`config.mk`:
```
export PLATFORM = sky130hd
export DESIGN_NAME = branch_resolve_unit_flat
export DESIGN_NICKNAME = d
export VERILOG_FILES = /design/src/rtl/branch_resolve_unit_pkg.sv /design/src/rtl/branch_resolve_unit_if.sv /design/src/rtl/branch_resolve_unit_sat_counter2.sv /design/src/rtl/branch_resolve_unit.sv /design/src/flat_wrapper.sv
export SDC_FILE = /design/constraint.sdc
export NUM_CORES = 1
export LEC_CHECK = 0
export CAP_MARGIN = 20
export CORE_MARGIN = 1
export CORE_UTILIZATION = 44
export CTS_CLUSTER_SIZE = 20
export DETAILED_ROUTE_END_ITERATION = 7
export PLACE_DENSITY_LB_ADDON = 0.08
export SETUP_SLACK_MARGIN = 0.02
export SKIP_LAST_GASP = 1
export SLEW_MARGIN = 10
export SYNTH_ARGS = -nofsm -noshare
export SYNTH_HDL_FRONTEND = slang
export SYNTH_SLANG_ARGS = --single-unit
```
`constraint.sdc`:
```
create_clock -name clk -period 2.4 [get_ports clk]
set_input_delay 0.24 -clock clk [delete_from_list [all_inputs] [get_ports clk]]
set_output_delay 0.24 -clock clk [all_outputs]
set_load 0.005 [all_outputs]
```
`src/rtl/branch_resolve_unit_pkg.sv`:
```
// Shared definitions for the EX-stage branch resolver: funct3 encodings,
// 2-bit predictor counter states and the branch condition evaluator.
package branch_resolve_unit_pkg;

    localparam logic [2:0] F3_BEQ  = 3'b000;
    localparam logic [2:0] F3_BNE  = 3'b001;
    localparam logic [2:0] F3_BLT  = 3'b100;
    localparam logic [2:0] F3_BGE  = 3'b101;
    localparam logic [2:0] F3_BLTU = 3'b110;
    localparam logic [2:0] F3_BGEU = 3'b111;

    typedef enum logic [1:0] {
        SNT = 2'b00,
        WNT = 2'b01,
        WT  = 2'b10,
        ST  = 2'b11
    } ctr2_e;

    // Flags come from rs1-rs2; carry=1 means no borrow (rs1 >= rs2 unsigned).
    function automatic logic branch_cond(input logic [2:0] funct3,
                                         input logic zero, input logic neg,
                                         input logic ovf,  input logic carry);
        logic c;
        c = 1'b0;
        case (funct3)
            F3_BEQ:  c = zero;
            F3_BNE:  c = ~zero;
            F3_BLT:  c = neg ^ ovf;
            F3_BGE:  c = ~(neg ^ ovf);
            F3_BLTU: c = ~carry;
            F3_BGEU: c = carry;
            default: c = 1'b0;
        endcase
        return c;
    endfunction

endpackage

```
`src/rtl/branch_resolve_unit_if.sv`:
```
// Fetch/EX-side bundle of the branch resolver. The pipeline is the master,
// the resolver the slave.
interface branch_resolve_unit_if #(
    parameter int XLEN  = 32,
    parameter int CNT_W = 16
);
    logic [XLEN-1:0]  if_pc;
    logic             if_pred_taken;

    logic             ex_valid;
    logic             ex_branch;
    logic             ex_jump;
    logic [2:0]       ex_funct3;
    logic [XLEN-1:0]  ex_pc;
    logic [XLEN-1:0]  ex_target;
    logic             ex_pred_taken;
    logic             ex_zero;
    logic             ex_neg;
    logic             ex_ovf;
    logic             ex_carry;

    logic             take_branch;
    logic             mispredict;
    logic [XLEN-1:0]  redirect_pc;
    logic             flush_if_id;
    logic             flush_id_ex;
    logic             illegal_branch;
    logic [CNT_W-1:0] branch_count;
    logic [CNT_W-1:0] mispred_count;

    modport master (
        output if_pc,
        output ex_valid, ex_branch, ex_jump, ex_funct3, ex_pc, ex_target, ex_pred_taken,
        output ex_zero, ex_neg, ex_ovf, ex_carry,
        input  if_pred_taken, take_branch, mispredict, redirect_pc,
        input  flush_if_id, flush_id_ex, illegal_branch, branch_count, mispred_count
    );

    modport slave (
        input  if_pc,
        input  ex_valid, ex_branch, ex_jump, ex_funct3, ex_pc, ex_target, ex_pred_taken,
        input  ex_zero, ex_neg, ex_ovf, ex_carry,
        output if_pred_taken, take_branch, mispredict, redirect_pc,
        output flush_if_id, flush_id_ex, illegal_branch, branch_count, mispred_count
    );

endinterface

```
`src/rtl/branch_resolve_unit_sat_counter2.sv`:
```
// One BHT entry: 2-bit saturating up/down counter with a reset-time initial value.
module sat_counter2
    import branch_resolve_unit_pkg::*;
#(
    parameter logic [1:0] INIT = 2'b01
) (
    input  logic       clk,
    input  logic       rst_n,
    input  logic       en,
    input  logic       up,
    output logic [1:0] ctr
);

    always_ff @(posedge clk or negedge rst_n) begin
        if (!rst_n) begin
            ctr <= INIT;
        end else if (en) begin
            if (up && ctr != ST) begin
                ctr <= ctr + 2'd1;
            end else if (!up && ctr != SNT) begin
                ctr <= ctr - 2'd1;
            end
        end
    end

endmodule

```
`src/rtl/branch_resolve_unit.sv`:
```
// EX-stage branch/jump resolver with misprediction redirect, a direct-mapped
// 2-bit BHT feeding fetch, and saturating branch/mispredict statistics.
module branch_resolve_unit
    import branch_resolve_unit_pkg::*;
#(
    parameter int         XLEN        = 32,
    parameter int         BHT_ENTRIES = 16,
    parameter logic [1:0] CTR_INIT    = 2'b01,
    parameter int         CNT_W       = 16
) (
    input  logic           clk,
    input  logic           rst_n,
    branch_resolve_unit_if.slave bru
);

    localparam int IDX_W = $clog2(BHT_ENTRIES);

    logic [1:0]       bht_q [BHT_ENTRIES];
    logic [IDX_W-1:0] if_idx;
    logic [IDX_W-1:0] ex_idx;
    logic             cond;
    logic             illegal;
    logic             take;
    logic             resolve;
    logic             mispred;
    logic             bht_upd;
    logic [CNT_W-1:0] branch_count_q;
    logic [CNT_W-1:0] mispred_count_q;

    // PC bits [1:0] are dropped; PCs sharing an index alias by design.
    assign if_idx = bru.if_pc[IDX_W+1:2];
    assign ex_idx = bru.ex_pc[IDX_W+1:2];

    // Fetch sees the registered counter, so a same-cycle update is not bypassed.
    assign bru.if_pred_taken = bht_q[if_idx][1];

    always_comb begin
        cond    = branch_cond(bru.ex_funct3, bru.ex_zero, bru.ex_neg, bru.ex_ovf, bru.ex_carry);
        illegal = bru.ex_valid & bru.ex_branch & (bru.ex_funct3[2:1] == 2'b01);
        resolve = bru.ex_valid & (bru.ex_branch | bru.ex_jump);
        take    = bru.ex_valid & (bru.ex_jump | (bru.ex_branch & cond));
        mispred = resolve & (take != bru.ex_pred_taken);
        bht_upd = bru.ex_valid & bru.ex_branch & ~bru.ex_jump & ~illegal;
    end

    assign bru.take_branch    = take;
    assign bru.mispredict     = mispred;
    assign bru.flush_if_id    = mispred;
    assign bru.flush_id_ex    = mispred;
    assign bru.illegal_branch = illegal;
    assign bru.redirect_pc    = take ? bru.ex_target : (bru.ex_pc + XLEN'(4));

    for (genvar i = 0; i < BHT_ENTRIES; i++) begin : g_bht
        sat_counter2 #(.INIT(CTR_INIT)) u_ctr (
            .clk   (clk),
            .rst_n (rst_n),
            .en    (bht_upd && (ex_idx == IDX_W'(i))),
            .up    (take),
            .ctr   (bht_q[i])
        );
    end

    always_ff @(posedge clk or negedge rst_n) begin
        if (!rst_n) begin
            branch_count_q  <= '0;
            mispred_count_q <= '0;
        end else begin
            if (resolve && !(&branch_count_q)) begin
                branch_count_q <= branch_count_q + CNT_W'(1);
            end
            if (mispred && !(&mispred_count_q)) begin
                mispred_count_q <= mispred_count_q + CNT_W'(1);
            end
        end
    end

    assign bru.branch_count  = branch_count_q;
    assign bru.mispred_count = mispred_count_q;

endmodule

```
`src/flat_wrapper.sv`:
```
// flat-port wrapper written by rule: the top's interface ports become plain ports
module branch_resolve_unit_flat import branch_resolve_unit_pkg::*;
#(
    parameter int         XLEN        = 32,
    parameter int         BHT_ENTRIES = 16,
    parameter logic [1:0] CTR_INIT    = 2'b01,
    parameter int         CNT_W       = 16
)
  (clk, rst_n, bru_if_pc, bru_ex_valid, bru_ex_branch, bru_ex_jump, bru_ex_funct3, bru_ex_pc, bru_ex_target, bru_ex_pred_taken, bru_ex_zero, bru_ex_neg, bru_ex_ovf, bru_ex_carry, bru_if_pred_taken, bru_take_branch, bru_mispredict, bru_redirect_pc, bru_flush_if_id, bru_flush_id_ex, bru_illegal_branch, bru_branch_count, bru_mispred_count);
  branch_resolve_unit_if #(.XLEN(XLEN), .CNT_W(CNT_W)) bru_i ();
  input  logic clk;
  input  logic rst_n;
  input wire logic [$bits(bru_i.if_pc)-1:0] bru_if_pc;
  input wire logic [$bits(bru_i.ex_valid)-1:0] bru_ex_valid;
  input wire logic [$bits(bru_i.ex_branch)-1:0] bru_ex_branch;
  input wire logic [$bits(bru_i.ex_jump)-1:0] bru_ex_jump;
  input wire logic [$bits(bru_i.ex_funct3)-1:0] bru_ex_funct3;
  input wire logic [$bits(bru_i.ex_pc)-1:0] bru_ex_pc;
  input wire logic [$bits(bru_i.ex_target)-1:0] bru_ex_target;
  input wire logic [$bits(bru_i.ex_pred_taken)-1:0] bru_ex_pred_taken;
  input wire logic [$bits(bru_i.ex_zero)-1:0] bru_ex_zero;
  input wire logic [$bits(bru_i.ex_neg)-1:0] bru_ex_neg;
  input wire logic [$bits(bru_i.ex_ovf)-1:0] bru_ex_ovf;
  input wire logic [$bits(bru_i.ex_carry)-1:0] bru_ex_carry;
  output wire logic [$bits(bru_i.if_pred_taken)-1:0] bru_if_pred_taken;
  output wire logic [$bits(bru_i.take_branch)-1:0] bru_take_branch;
  output wire logic [$bits(bru_i.mispredict)-1:0] bru_mispredict;
  output wire logic [$bits(bru_i.redirect_pc)-1:0] bru_redirect_pc;
  output wire logic [$bits(bru_i.flush_if_id)-1:0] bru_flush_if_id;
  output wire logic [$bits(bru_i.flush_id_ex)-1:0] bru_flush_id_ex;
  output wire logic [$bits(bru_i.illegal_branch)-1:0] bru_illegal_branch;
  output wire logic [$bits(bru_i.branch_count)-1:0] bru_branch_count;
  output wire logic [$bits(bru_i.mispred_count)-1:0] bru_mispred_count;
  assign bru_i.if_pc = bru_if_pc;
  assign bru_i.ex_valid = bru_ex_valid;
  assign bru_i.ex_branch = bru_ex_branch;
  assign bru_i.ex_jump = bru_ex_jump;
  assign bru_i.ex_funct3 = bru_ex_funct3;
  assign bru_i.ex_pc = bru_ex_pc;
  assign bru_i.ex_target = bru_ex_target;
  assign bru_i.ex_pred_taken = bru_ex_pred_taken;
  assign bru_i.ex_zero = bru_ex_zero;
  assign bru_i.ex_neg = bru_ex_neg;
  assign bru_i.ex_ovf = bru_ex_ovf;
  assign bru_i.ex_carry = bru_ex_carry;
  assign bru_if_pred_taken = bru_i.if_pred_taken;
  assign bru_take_branch = bru_i.take_branch;
  assign bru_mispredict = bru_i.mispredict;
  assign bru_redirect_pc = bru_i.redirect_pc;
  assign bru_flush_if_id = bru_i.flush_if_id;
  assign bru_flush_id_ex = bru_i.flush_id_ex;
  assign bru_illegal_branch = bru_i.illegal_branch;
  assign bru_branch_count = bru_i.branch_count;
  assign bru_mispred_count = bru_i.mispred_count;
  branch_resolve_unit #(.XLEN(XLEN), .BHT_ENTRIES(BHT_ENTRIES), .CTR_INIT(CTR_INIT), .CNT_W(CNT_W)) u_core (.clk(clk), .rst_n(rst_n), .bru(bru_i));
endmodule
```
* Word level (Yosys, flattened, before mapping)
Index checks and enable logic that the tools add are counted.
Operators by class: add/subtract/negate cells 35, multiply operators 0, divide/modulo/power cells 0, magnitude comparators 1, equal/unequal tests 38, shifts and indexed selects 0, muxes and demuxes 37, bitwise logic cells 17, reduce and logical (&&, ||, !) cells 105
Operators by type and width (count):
- $mux W2 | 34
- $reduce_bool A2 Y1 | 32
- $logic_and A1 B1 Y1 | 50
- $add A16 B1 Y16 const B | 2
- $add A2 B1 Y2 const B | 16
- $add A32 B3 Y32 const B | 1
- $eq A4 B4 Y1 const B | 8
- $mux W32 | 1
- $ne A2 B2 Y1 const B | 16
- $reduce_and A16 Y1 | 2
- $reduce_and A2 Y1 | 16
- $sub A2 B1 Y2 const B | 16
- $eq A4 B3 Y1 const B | 4
- $eq A3 B3 Y1 const B | 4
- $and A1 B1 Y1 | 8
- $bmux W2 S4 | 1
- $eq A4 B2 Y1 const B | 2
- $pmux W1 S6 | 1
- $ge A5 B5 Y1 const B | 1
- $not A1 Y1 | 5
- $not A4 Y5 | 1
- $eq A4 B1 Y1 const B | 1
- $logic_not A4 Y1 | 1
- $eq A3 B1 Y1 const B | 1
- 6 further kinds | 9
Storage, ports and cells: register bits after elaboration 64, bits in latches 0, memory bits (writable) 0, memory bits (read-only) 0, input bits 109, output and inout port bits 70, logic and storage cells 251, memories kept 0

* Logic depth before layout (Yosys ltp)
Gate-level depths: netlist of the first run.
depth in word-level cells 10, gate-level depth with buffers 9, depth with buffers taken out 7

* Hierarchy
From an unflattened synthesis of the first run, not the netlist that was laid out.
Second synthesis, totals: cell total of the unflattened synthesis 470, area total of the unflattened synthesis 4315.4 um2
By module, submodules not included:
- branch_resolve_unit | instances 1, cells an instance 342, area each 2773.9 um2, seq. area each 800.8 um2
- sat_counter2 | instances 16, cells an instance 8, area each 96.3 um2, seq. area each 51.3 um2

* Worst setup path after synthesis of the first run
Ideal clock, no wire load.
path kind input -> output, start input port bru_ex_pc[2], end output port bru_redirect_pc[24], data arrival time 1.862 ns, data required time 2.160 ns, setup slack 0.298 ns, stages on the path 8, path buffers 1, path through ha_1 buf_2 nand3_1 nor4_1 nand3_1 nor2_1 xnor2_1 o21ai_0
On the way: longest elaborated chain between the ends 2
RTL lines:
- start, declared | line flat_wrapper.sv:18 | input wire logic [$bits(bru_i.ex_pc)-1:0] bru_ex_pc;
- $add A32 B3 Y32 | line branch_resolve_unit.sv:51 | assign bru.redirect_pc = take ? bru.ex_target : (bru.ex_pc + XLEN'(4));
- $mux W32 | line branch_resolve_unit.sv:51
- end, declared | line flat_wrapper.sv:28 | output wire logic [$bits(bru_i.redirect_pc)-1:0] bru_redirect_pc;
Every way passes these cells.

* Final worst setup path of the first run
start input port bru_ex_neg, end output port bru_redirect_pc[9]
On the way: longest elaborated chain between the ends 7
RTL lines:
- start, declared | line flat_wrapper.sv:22 | input wire logic [$bits(bru_i.ex_neg)-1:0] bru_ex_neg;
- $xor A1 B1 Y1 (*) | line branch_resolve_unit_pkg.sv:28, branch_resolve_unit_pkg.sv:29
- $not A1 Y1 | line branch_resolve_unit_pkg.sv:29 | F3_BGE: c = ~(neg ^ ovf);
- $pmux W1 S6 (*) | line branch_resolve_unit_pkg.sv:25 | case (funct3)
- $and A1 B1 Y1 (*) | line branch_resolve_unit.sv:41 | take = bru.ex_valid & (bru.ex_jump | (bru.ex_branch & cond));
- $or A1 B1 Y1 (*) | line branch_resolve_unit.sv:41
- $and A1 B1 Y1 (*) | line branch_resolve_unit.sv:41
- $mux W32 (*) | line branch_resolve_unit.sv:51
Mark *: on every way between the ends. The rest lies on a longest branch, timed or not.

==> results.toml, run 1 <==
[sta]
maxSlewViolCount = 0
rsz0062_at_grt = "yes"
layout_min_cycle_time_ns = 2.359
hold_viol = 0
skew_ns = 0.009182
tightest_slew_ns = 0.3927
period_share_pct = 98.31
worst_slack_ns = 0.04053
fmax_mhz = 423.8
setup_viol = 0
slew-limit-headroom_pct = 73.55

[route]
via_per_inst = 5.310
drtIter0Drc = 140
wl_per_cell_um = 14.99
drtPass1Iterations = 4
drc = 0
vias = 4508
ant_nets = 0
finalWirelength_um = 12730

[logic_synthesis]
syn_nets = 606
syn_inst = 491
synth_flop_cell = "dfrtp_1"
syn_area_um2 = 4319
synth-async-reset-ratio_pct = 100.0
synth_cell_type_count = 47
yosysWarnings = 0
yosys_register_bits = 64
postSynthAreaPerCell_um2 = 8.797
synth-edff-count = 0
yosysSeqAreaShare_pct = 37.54

[final_layout]
drive_gt1_share_pct = 25.56
area_growth_pct = 55.82
num_antenna_cells = 0
nets = 830
final_cells = 849

[placement]
place.gp.congestion = 0.8302
hpwl_um = 9301
dpl.cell_count = 813
io_buffers = 150
place_ws_ns = -0.4967

[floorplan]
io_pins = 179
start_util_pct = 46.09
rows = 35
fp.dieArea_um2 = 10220
core_area_um2 = 9371
die_y_um = 101.1
die_w_um = 101.1

[run]
cap_violations = 0

[power_and_ir_drop]
p_clk_share_pct = 26.6
seq_power_share_pct = 41.8
p_sw_share_pct = 29.80
peakVddDrop_mv = 0.3227
combPwrFrac_pct = 31.6
p_int_mw = 2.420
p_leak_nw = 2.912
netSwitchingPower_mw = 1.027
power_density_nw_per_um2 = 512.1

[clock_network]
cts_tree = "built"
path_clk_slew_ns = 0.07
clk_latency_ns = 0.32
numCtsBuffers = 9
cts_sinks = 64
clockBufferDepth = 2
htreeDepth = 3
root_buffer = "clkbuf_8"

[critical_path]
crit_required_ns = 2.16
r2r_cells = 7
endpoint_kind = "output port"
r2r-end = "u_core.bru.mispred_count[4]"
critPathKind = "in2out"
crit_fanout = 5
arrival_ns = 2.12
start_kind = "input pin"
rrSetupSlack_ns = 0.33
reg2reg_from = "u_core.bru.mispred_count[4]"

[grt]
grt_usage_pct = 26.12
grt_antenna_before_repair = 0
grt_pass1_vias = 4645
grt_pass1_wl_um = 21160
grt_max_degree = 65
overflow = 0

[status]
run_status = "finished clean"

[worst_hold_path]
holdCritPathClass = "in2async"
worst max path at each step:
stage,cells after the start,from,to,slack [ns]
floorplan,8,bru_ex_pc[2],bru_redirect_pc[24],0.30
global route,10,bru_ex_funct3[1],bru_redirect_pc[9],-0.02
CTS,9,bru_ex_zero,bru_redirect_pc[13],0.02
finish,10,bru_ex_neg,bru_redirect_pc[9],0.04
global placement,8,bru_ex_funct3[0],bru_redirect_pc[0],-0.47
detailed placement,10,bru_ex_funct3[0],bru_redirect_pc[18],-0.50
cells by family (layout without fill, tap and decap cells):
family                     after synthesis  after routing  share of synthesized area, %
DFF                                     64             64                         37.54
adders and majority gates               10             10                         2.665
xor gates and xnor gates                61             61                         12.69
and+or+nand+nor                        175            175                         20.37
muxes                                   20             20                         6.402
buffers and inverters                   52            281                         5.562
AOI/OAI and AO/OA                      109            109                         14.77
flip-flops by register name, indices dropped and copies added, names as in the netlist:
name / count
u_core.bru.mispred_count: 16
u_core.g_bht.u_ctr.ctr: 32
u_core.bru.branch_count: 16
cells in the mapped netlist, types with 2 or more instances:
library cell,instances,area share (%)
a211oi_1,15,2.6
a21oi_1,21,2.4
a31oi_1,15,2.2
and2_1,4,0.58
and3_1,8,1.2
and4_1,6,1.2
buf_2,9,1.0
buf_4,5,0.87
buf_6,2,0.52
clkbuf_1,7,0.61
dfrtp_1,48,28
dfstp_2,16,9.7
ha_1,6,1.7
inv_1,29,2.5
maj3_1,4,0.93
mux2_2,11,2.9
mux2i_1,4,0.93
mux4_2,5,2.6
nand2_1,60,5.2
nand3_1,22,2.5
nand4_1,16,2.3
nor2_1,27,2.3
nor3_1,18,2.1
nor3b_1,2,0.35
o211ai_1,2,0.35
o21ai_0,46,5.3
o21bai_1,3,0.52
or3_1,3,0.43
xnor2_1,36,7.3
xor2_1,24,4.9
critical path, cell delays in order:
cell	delay, ns
clkdlybuf4s15_1	0.16
xnor3_1	0.42
nor3_4	0.20
o21ai_2	0.10
a21boi_4	0.30
buf_8	0.16
buf_4	0.12
nand2_1	0.05
o21ai_1	0.11
dlygate4sd2_1	0.26
layout by cell type (no fill, tap or decap), types with 11 or more instances in the layout:
cell / instances
a211oi_1: 15
a21oi_1: 21
a31oi_1: 15
buf_2: 26
buf_4: 73
clkdlybuf4s50_1: 101
dfrtp_1: 48
dfstp_2: 16
dlygate4sd2_1: 11
inv_1: 28
nand2_1: 60
nand3_1: 20
nand4_1: 16
nor2_1: 20
nor3_1: 18
o21ai_0: 37
xnor2_1: 36
xor2_1: 23
cell type report:
class,count,area (um2)
Fill cell,747,2641
Multi-Input combinational cell,375,2554
Timing Repair Buffer,236,2086
Sequential cell,64,1622
Tap cell,129,161.4
Clock buffer,12,145.1
Inverter,29,108.9
Clock inverter,4,53.80
per-stage QoR:
stage / hold WS (ns) / util (%) / setup TNS [ns] / total power [mW] / instance area (um2)
after CTS: 0.4689 / 72.28 / 0 / 3.493 / 6774
final: 0.4531 / 71.82 / 0 / 3.447 / 6730
after floorplan: -0.05559 / - / 0 / 1.839 / 4319
after global routing: 0.4921 / 71.82 / -0.02032 / 3.648 / 6730
after global placement: 0.2774 / 68.32 / -23.33 / 2.513 / 6402
after detailed placement: 0.2803 / 68.32 / -26.71 / 2.549 / 6402
power by group through the flow:
stage | combinational, mW | sequential, mW | clock, mW
final | 1.09 | 1.44 | 0.918
after global routing | 1.19 | 1.46 | 1.00
after CTS | 1.11 | 1.44 | 0.941
after detailed placement | 1.09 | 1.46 | 0
after global placement | 1.07 | 1.45 | 0
after floorplan | 0.415 | 1.42 | 0
timing repair:
item                                   4_1_cts  5_1_grt
pin swaps                                    9        8
buffers inserted                            18        2
endpoints found under the hold margin       48        0
gates resized for setup                    156       26
gates cloned                                 3        0
setup endpoints to repair                   61       60
hold buffers                                 1        0
layer usage:
metal  vias to the layer above  track usage [%]  routed length [um]
li1                       2192                -                   -
met1                      2162            31.80                5267
met2                       139            46.05                6610
met3                        15            5.617                 707
met4                         0            7.915                 145
met5                         -                0                   0
No activity file was read; power rests on OpenSTA's default activity.
==> run 2, diff against run 1 <==
Settings changed: SYNTH_HIERARCHICAL set to 1.
==> run 2 against run 1 <==
- sequential power about the same
- non-clock buffer count is 6 lower
- cell count shrank 2.0%
- hold slack got worse by 0.017 ns
- maximum frequency increased by 0.49%
- worst setup slack better by 0.012 ns
- utilization up 2.0 points
- first-iteration DRC count down 0.71%
==> results.toml, run 2 <==
[clock_network]
cts_tree = "built"
cts_sinks = 64
path_clk_slew_ns = 0.08
htreeDepth = 3
root_buffer = "clkbuf_8"
clockBufferDepth = 2
clk_latency_ns = 0.34
numCtsBuffers = 9

[final_layout]
area_growth_pct = 60.28
nets = 812
final_cells = 832
fin_area_um2 = 6917
drive_gt1_share_pct = 28.92
top_register = "u_core/g_bht.u_ctr/ctr"
final_cell_mix = "86 x clkdlybuf4s50_1, 62 x buf_4, 54 x nor2_1"
largest_reg_flops = 32
layout_commonest_cell = "clkdlybuf4s50_1"

[placement]
dpl_cell_area_um2 = 6436
dpl.cell_count = 799
io_buffers = 150
place.gp.congestion = 0.8140
place_ws_ns = -0.7600
hpwl_um = 9481

[worst_hold_path]
holdCritPathClass = "in2async"

[critical_path]
endpoint_kind = "output port"
critPathKind = "in2out"
start_kind = "input pin"
crit_fanout = 5
arrival_ns = 2.11
rrSetupSlack_ns = 0.45
crit_required_ns = 2.16

[logic_synthesis]
syn_inst = 470
postSynthAreaPerCell_um2 = 9.182
yosysWarnings = 6
ys_top_cells_by_area = "dfrtp_1 28%, dfstp_2 9.7%, xor2_1 6.7%, nor2_1 5.4%, xnor2_1 5.3%"
yosysTopAreaCellShare_pct = 27.83
yosysSeqAreaShare_pct = 37.58
synth-async-reset-ratio_pct = 100.0
syn_nets = 585
synth_cell_type_count = 46
syn_area_um2 = 4315
synth-edff-count = 0
synth_common_cells = "62 x nor2_1, 48 x dfrtp_1, 33 x xor2_1"
synth_flop_cell = "dfrtp_1"
synth_most_common_cell = "nor2_1"
yosys.area.top_type = "dfrtp_1"
yosys_register_bits = 64

[sta]
period_share_pct = 97.83
maxSlewViolCount = 0
skew_ns = 0.01551
setup_viol = 0
tightest_slew_ns = 0.5321
layout_min_cycle_time_ns = 2.348
hold_ws_ns = 0.4364
worst_slack_ns = 0.05209
hold_viol = 0
fmax_mhz = 425.9
slew-limit-headroom_pct = 64.53
rsz0062_at_grt = "yes"

[power_and_ir_drop]
peakVddDrop_mv = 0.5183
combPwrFrac_pct = 33.1
netSwitchingPower_mw = 1.009
p_leak_nw = 3.120
p_clk_share_pct = 24.2
p_int_mw = 2.283
p_sw_share_pct = 30.64
seq_power_share_pct = 42.7
power.total_mw = 3.291
power_density_nw_per_um2 = 475.9

[grt]
grt_antenna_before_repair = 1
grt_pass1_vias = 4485
grt_usage_pct = 27.13
grt_max_degree = 44
overflow = 0
grt_pass1_wl_um = 21390

[route]
drc = 0
drtIter0Drc = 139
ant_nets = 0
vias = 4380
finalWirelength_um = 13360
wl_per_cell_um = 16.06
drtPass1Iterations = 4
via_per_inst = 5.264

[run]
cap_violations = 0

[status]
run_status = "finished clean"

[floorplan]
fp.dieArea_um2 = 10210
die_w_um = 101.0
start_util_pct = 46.05
rows = 35
die_y_um = 101.0
io_pins = 179
core_area_um2 = 9371
run 2: cell count changes in the layout (fill, tap and decap cells not counted), sizes merged, moves of 18 or more:
| cell | before | now |
|---|---|---|
| nand2b | 0 | 18 |
| o21ai | 47 | 18 |
| nor2 | 27 | 64 |
| nand2 | 60 | 32 |
| inv | 29 | 10 |
run 2: layout make-up:
type / count / area (um2)
Clock buffer: 11 / 131.4
Sequential cell: 64 / 1622
Fill cell: 719 / 2455
Multi-Input combinational cell: 381 / 2790
Inverter: 11 / 45.04
Antenna cell: 1 / 2.502
Tap cell: 129 / 161.4
Timing Repair Buffer: 230 / 2130
Clock inverter: 5 / 35.03
run 2: metrics by stage:
step	utilization, %	setup TNS (ns)
6_report	73.81	0
5_1_grt	73.81	-0.02920
4_1_cts	73.62	-0.3492
3_3_place_gp	68.68	-21.95
3_5_place_dp	68.68	-26.65
2_1_floorplan	-	-2.190
run 2: worst paths after layout:
check | start | to | depth (start not counted)
worst max-delay path | bru_ex_pc[3] | bru_redirect_pc[27] | 8
worst min-delay path | rst_n | u_core/bru.mispred_count[12] | 2
worst max register to register | u_core/bru.branch_count[7] | u_core/bru.branch_count[11] | 6
worst min register to register | u_core/g_bht[14].u_ctr/ctr[0] | u_core/g_bht[14].u_ctr/ctr[0] | 1
max in group asynchronous | rst_n | u_core/g_bht[15].u_ctr/ctr[0] | 3
min in group clk | bru_ex_pc[5] | u_core/g_bht[2].u_ctr/ctr[0] | 5
run 2: timing repair:
item,CTS,global route
resized for setup,149,75
gates cloned,4,0
endpoints found under the setup margin,43,56
setup buffers,11,1
hold buffers,1,0
hold endpoints to repair,14,0
pin swaps,16,19
run 2: cells by family after synthesis:
group                    count (synthesis)  synth area share (%)
AO/OA/AOI/OAI                          102                 15.60
buffers and inverters                   25                 2.870
XOR/XNOR                                60                 12.53
adder cells (fa/ha/maj)                  6                 1.740
multiplexers                            26                 7.625
flip-flops                              64                 37.58
AND/OR/NAND/NOR                        187                 22.06
run 2: layer usage:
| metal | track usage (%) | routed length (um) | up-vias |
|---|---|---|---|
| met5 | 0 | 0 | - |
| met4 | 10.48 | 272 | 0 |
| met3 | 6.172 | 710 | 18 |
| met2 | 47.73 | 6905 | 115 |
| met1 | 32.17 | 5473 | 2126 |
| li1 | - | - | 2121 |
run 2: worst max-delay path: stages:
cell and delay (ns):
buf_4 0.11, inv_1 0.06, or4_4 0.52, or4_4 0.58
nor3_4 0.25, xnor2_2 0.15, a21oi_2 0.07, buf_2 0.13
run 2: power groups by stage:
stage / logic, mW / registers [mW] / clock network [mW]
final: 1.09 / 1.41 / 0.797
after global routing: 1.18 / 1.43 / 0.878
after CTS: 1.08 / 1.41 / 0.826
after detailed placement: 1.05 / 1.42 / 0
after global placement: 1.03 / 1.42 / 0
after floorplan: 0.371 / 1.41 / 0
